[src/rtl/qerv_rf_ram_if.sv]
// Serial register-file front end: streams two W-bit read operands and packs two
// W-bit write streams into 2*W-bit words of a simple dual-port RAM (1-cycle read).
module qerv_rf_ram_if #(
   parameter int W        = 4,
   parameter int CSR_REGS = 4,
   localparam int DW  = 2 * W,
   localparam int WPR = 16 / W,
   localparam int N   = 32 / W,
   localparam int RW  = $clog2(32 + CSR_REGS),
   localparam int WB  = $clog2(WPR),
   localparam int AW  = RW + WB,
   localparam int NW  = $clog2(N)
) (
   input  logic          i_clk,
   input  logic          i_rst,
   input  logic          i_rreq,
   input  logic          i_wreq,
   output logic          o_ready,
   input  logic [RW-1:0] i_rreg0,
   input  logic [RW-1:0] i_rreg1,
   output logic [W-1:0]  o_rdata0,
   output logic [W-1:0]  o_rdata1,
   input  logic [RW-1:0] i_wreg0,
   input  logic [RW-1:0] i_wreg1,
   input  logic          i_wen0,
   input  logic          i_wen1,
   input  logic [W-1:0]  i_wdata0,
   input  logic [W-1:0]  i_wdata1,
   output logic [AW-1:0] o_waddr,
   output logic [DW-1:0] o_wdata,
   output logic          o_wen,
   output logic [AW-1:0] o_raddr,
   output logic          o_ren,
   input  logic [DW-1:0] i_rdata
);

   // Handshake: a request strobe is honoured only in IDLE; o_ready is a single-cycle
   // strobe and beat 0 of the pass is presented in the cycle right after it.
   typedef enum logic [1:0] {IDLE, PRIME, READY, PASS} state_t;

   state_t          state_q, state_d;
   logic [NW-1:0]   bcnt_q;
   logic [NW-1:0]   rcnt_q;
   logic            ract_q;
   logic            rmode_q;
   logic [RW-1:0]   rreg0_q, rreg1_q;
   logic            rvld_q, rport_q;
   logic [DW-1:0]   buf0_q;
   logic [W-1:0]    buf1_hi_q;
   logic [W-1:0]    lo0_q, lo1_q;
   logic [DW-1:0]   hold1_q;
   logic [AW-1:0]   hold1_addr_q;
   logic            hold1_v_q;
   logic            load;
   logic            nb_odd;
   logic [W-1:0]    rd0_d, rd1_d;

   always_comb begin
      state_d = state_q;
      case (state_q)
         IDLE:    if (i_rreq) state_d = PRIME;
                  else if (i_wreq) state_d = READY;
         PRIME:   if (rcnt_q == NW'(1)) state_d = READY;
         READY:   state_d = PASS;
         PASS:    if (bcnt_q == NW'(N - 1)) state_d = IDLE;
         default: state_d = IDLE;
      endcase
   end

   assign o_ready = (state_q == READY);

   // Reads alternate port0/port1, word-major, one per cycle from the cycle after the request.
   assign o_ren   = ract_q;
   assign o_raddr = {(rcnt_q[0] ? rreg1_q : rreg0_q), rcnt_q[NW-1:1]};

   assign load   = rmode_q && ((state_q == READY) ||
                               ((state_q == PASS) && (bcnt_q != NW'(N - 1))));
   assign nb_odd = (state_q == PASS) && !bcnt_q[0];

   // Port 1's word arrives exactly when its low beat is due, so it bypasses the buffer.
   always_comb begin
      rd0_d = '0;
      rd1_d = '0;
      if (load) begin
         if (nb_odd) begin
            rd0_d = buf0_q[DW-1:W];
            rd1_d = buf1_hi_q;
         end else begin
            rd0_d = buf0_q[W-1:0];
            rd1_d = i_rdata[W-1:0];
         end
      end
      if (!(|rreg0_q)) rd0_d = '0;
      if (!(|rreg1_q)) rd1_d = '0;
   end

   always_ff @(posedge i_clk) begin
      if (i_rst) begin
         state_q      <= IDLE;
         bcnt_q       <= '0;
         rcnt_q       <= '0;
         ract_q       <= 1'b0;
         rmode_q      <= 1'b0;
         rreg0_q      <= '0;
         rreg1_q      <= '0;
         rvld_q       <= 1'b0;
         rport_q      <= 1'b0;
         buf0_q       <= '0;
         buf1_hi_q    <= '0;
         lo0_q        <= '0;
         lo1_q        <= '0;
         hold1_q      <= '0;
         hold1_addr_q <= '0;
         hold1_v_q    <= 1'b0;
         o_rdata0     <= '0;
         o_rdata1     <= '0;
         o_wen        <= 1'b0;
         o_waddr      <= '0;
         o_wdata      <= '0;
      end else begin
         state_q <= state_d;

         if (state_q == IDLE && i_rreq) begin
            ract_q  <= 1'b1;
            rcnt_q  <= '0;
            rmode_q <= 1'b1;
            rreg0_q <= i_rreg0;
            rreg1_q <= i_rreg1;
         end else if (state_q == IDLE && i_wreq) begin
            rmode_q <= 1'b0;
         end else if (ract_q) begin
            rcnt_q <= rcnt_q + NW'(1);
            if (rcnt_q == NW'(N - 1)) ract_q <= 1'b0;
         end

         rvld_q  <= ract_q;
         rport_q <= rcnt_q[0];
         if (rvld_q && !rport_q) buf0_q    <= i_rdata;
         if (rvld_q && rport_q)  buf1_hi_q <= i_rdata[DW-1:W];

         o_rdata0 <= rd0_d;
         o_rdata1 <= rd1_d;

         bcnt_q <= (state_q == PASS) ? bcnt_q + NW'(1) : '0;

         // Port 0 writes straight after its odd beat; port 1 waits one cycle in hold1.
         o_wen <= 1'b0;
         if (state_q == PASS) begin
            if (!bcnt_q[0]) begin
               lo0_q <= i_wdata0;
               lo1_q <= i_wdata1;
            end else begin
               o_wen        <= i_wen0 && (|i_wreg0);
               o_waddr      <= {i_wreg0, bcnt_q[NW-1:1]};
               o_wdata      <= {i_wdata0, lo0_q};
               hold1_q      <= {i_wdata1, lo1_q};
               hold1_addr_q <= {i_wreg1, bcnt_q[NW-1:1]};
               hold1_v_q    <= i_wen1 && (|i_wreg1);
            end
         end
         if (hold1_v_q) begin
            o_wen     <= 1'b1;
            o_waddr   <= hold1_addr_q;
            o_wdata   <= hold1_q;
            hold1_v_q <= 1'b0;
         end
      end
   end

endmodule

[config.mk]
export PLATFORM = sky130hd
export DESIGN_NAME = qerv_rf_ram_if
export DESIGN_NICKNAME = d
export VERILOG_FILES = /design/src/rtl/qerv_rf_ram_if.sv
export SDC_FILE = /design/constraint.sdc
export NUM_CORES = 1
export LEC_CHECK = 0
export BUFFER_PORTS_ARGS = -buffer_cell sky130_fd_sc_hd__clkbuf_2
export CAP_MARGIN = 30
export CORE_UTILIZATION = 50
export CTS_CLUSTER_DIAMETER = 100
export DETAILED_ROUTE_END_ITERATION = 12
export GPL_ROUTABILITY_DRIVEN = 0
export PLACE_DENSITY = 0.86
export SLEW_MARGIN = 20
export SYNTH_ARGS = -nofsm -noshare
export SYNTH_HDL_FRONTEND = slang
export SYNTH_SLANG_ARGS = --single-unit
[constraint.sdc]
create_clock -name i_clk -period 1.65 [get_ports i_clk]
set_input_delay 0.2475 -clock i_clk [delete_from_list [all_inputs] [get_ports i_clk]]
set_output_delay 0.2475 -clock i_clk [all_outputs]
set_load 0.01 [all_outputs]
==> metrics <==
1st-iter DRT viols between 50 and 60; clock tree buffer depth 2; mean routed wirelength per cell approximately 13 um; Setup Slack @ Placement between 30 and 40 ps; root buf cell clkbuf_8; Synth area leaders dfxtp_1 48%, nand2_1 13%, a21oi_1 7.2%, a311oi_2 6.3%, ha_1 3.5%; Max Cap Viol 0; postcts setup bufs 0; Worst Setup Slack, final 62.2 ps; dominant synthesized flop cell dfxtp_1; Final Core Density a little over three fifths; part of the power in registers between 40% and 50%; sequential-to-total area share from yosys stat roughly half; Hold Violations, Final 0; asr flop ratio synth 0%; Rel. slew slack a little over three fifths; setup_tns 0 ps; CP Capture Type output pin; DP Area 4050 sq um; multi-input logic area between 1500 and 2000 sq um; Setup crit start rcnt_q[0]$_SDFFE_PP0P_; mux cell area share after synthesis 5.31%; unrepaired setup endpoints after global routing true; Reg area ~1700 sq um; design area approximately 4300 sq um; Psw between 1 and 1.5 mW; DR pass1 iterations 7; Syn Std Cell Area roughly 3600 sq um; max-slew violations 0; cell taking the most area after synthesis dfxtp_1; via/cell ratio 5.24; Mapped Nets around 470; Synth Area in Simple Gates 22.1%; clk sinks 86; largest net degree at the start of global routing 43; vias in the first global route a little under 3000; Die Span X roughly 86 um; Final Critical Period 1590 ps; CP arrival roughly 1300 ps; P&R area growth vs syn 21.0%; number of I/O pins 81; first-pass GRT wire length between 10000 and 15000 um; DRC Markers 0; Hold Crit Class input pin to flip-flop; XOR/XNOR Fraction of Synth Area less than 1%; GRT Overall Usage between 20% and 30%; Clk Latency, worst-skew pair ~360 ps; Comb pwr share between 20% and 30%; initial antenna violation count 0; clk slew on worst S/H paths about 80 ps; routed via count 3039; Finish-stage setup viols 0; Final Non-Filler Cells 580; number of synthesized flops with an enable pin 0; Post-synth top cells 127 x nand2_1, 86 x dfxtp_1, 51 x a21oi_1, 23 x nor2_1, 15 x a311oi_2; most frequent cell after synthesis nand2_1; crit path kind flip-flop to output pin; drt total wl around 7700 um; Setup Skew approximately 14 ps; Die H 86.3 um; placed insts approximately 560; Max VDD drop approximately 0.75 mV; Compound-Gate Fraction of Synth Area between 10% and 20%; hold_sp i_wen1; power per cell area approximately 1200 nW/um^2; top-area cell type share of the netlist area between 40% and 50%; P_leak around 1.8 nW; HPWL Detailed around 5400 um; Max Fclk about 0.63 GHz; Startpoint Class flip-flop; port bufs 80; Switching Share about 28%; outcome complete, no violations; synth warn 0; H-Tree Depth 3; n_diodes 0; Num CTS Buffers 9; worst-margin pin slew between 500 and 600 ps; die area between 7000 and 8000 sq um; unique cell type count in the Yosys netlist 33; Core Area around 6800 sq um; Clock power frac around a third; Tcrit/Tclk final about 96%; Critical Path RT between 1000 and 1500 ps; Reg2Reg Launch Point state_q[1]$_SDFFE_PP0P_; GRT overflow 0; number of synthesized register bits 86; Core Rows 30; CTS tree done; Starting Density ~52%; largest family of logic cells by synthesized area simple AND/OR/NAND/NOR gates; Cells after Synth around 410; P_int about 3.6 mW; # fillers around 580; nets@finish 535; syn avg cell area approximately 8.7 sq um; layout cells sized above 1 about 28%; Routed Antenna Nets 0; adder-cell share of the synthesized area under 10%; largest fanout on the critical path 9
layout make-up:
| cell class | count | share of cell area (%) |
|---|---|---|
| clock buffers | 12 | 3.84 |
| clock inverters | 4 | 1.77 |
| inverters | 4 | 0.349 |
| multi-input cells | 289 | 38.8 |
| flip-flops and latches | 86 | 40.0 |
| well taps | 96 | 2.79 |
| repair buffers | 89 | 12.4 |
cells in the final DEF, fill, tap and decap left out, types with 2 or more instances in the layout:
master and n:
mux2_2 7, dfxtp_1 86, nand3_1 4, and3b_1 2, bufinv_16 2, nand2_1 127
nand2b_1 4, or4_1 4, mux2i_1 11, nor2_1 23, nor3_1 11, a21oi_1 51
clkbuf_8 12, clkbuf_2 80, ha_1 10, inv_1 3, nor2b_1 6, buf_12 5
a311oi_2 15, buf_4 3, nor3_2 2
metal layers:
| metal | part of all wire [%] | vias to the layer above | track usage [%] | routed length (um) |
|---|---|---|---|---|
| met5 | 0 | - | 0 | 0 |
| met1 | 43 | 1417 | 26.0 | 3360 |
| met3 | 4.8 | 16 | 4.38 | 370 |
| li1 | - | 1514 | - | - |
| met2 | 50 | 92 | 40.0 | 3860 |
| met4 | 1.7 | 0 | 9.39 | 129 |
power by group through the flow:
stage	Clock [mW]	Sequential, mW	Combinational [mW]
2_1_floorplan	0	2.35	0.725
3_5_place_dp	0	2.37	0.998
4_1_cts	1.75	2.32	1.01
3_3_place_gp	0	2.36	0.952
6_report	1.72	2.32	1.01
5_1_grt	1.85	2.35	1.13
critical path, cell delays in order (launching register included):
cell and delay (ps):
dfxtp_1 360, buf_6 150, mux2_2 350, clkbuf_2 130
through the flow:
stage	power [mW]	hold WS (ps)
finish	5.05	108
global route	5.33	110
CTS	5.08	97.7
detailed placement	3.37	447
global placement	3.31	439
floorplan	3.07	376
path summary, 6_finish.rpt:
check                           depth (start not counted)                 endpoint  slack, ps
worst max-delay path                                    3               o_raddr[2]         60
worst min-delay path                                    3     hold1_v_q$_SDFF_PP0_        110
worst max register to register                          4  state_q[0]$_SDFFE_PP0P_         60
worst min register to register                          2  hold1_q[6]$_SDFFE_PP0N_        460
what timing repair did:
action / 4_1_cts / 5_1_grt
endpoints found under the setup margin: 0 / 24
resized for setup: 0 / 3
hold buffers: 0 / 0
cell families (layout without fill, tap and decap cells):
kind of cell             Yosys count  count (layout)
multiplexers                      18              18
XOR/XNOR                           1               1
adder cells (fa/ha/maj)           10              10
buffers and inverters             34             109
AO/OA/AOI/OAI                     74              74
flip-flops                        86              86
AND/OR/NAND/NOR                  186             186
flip-flops by register name, indices dropped and copies added, names as in the netlist:
register and flops:
buf1_hi_q 4, hold1_v_q 1, o_rdata1 4, hold1_q 8
rport_q 1, lo1_q 4, o_ren 1, o_waddr 8
rreg0_q 6, bcnt_q 3, rcnt_q 3, lo0_q 4
o_wdata 8, rreg1_q 6, o_rdata0 4, buf0_q 8
state_q 2, hold1_addr_q 8, o_wen 1, rvld_q 1
rmode_q 1
Power figures use the tool's default switching activity.
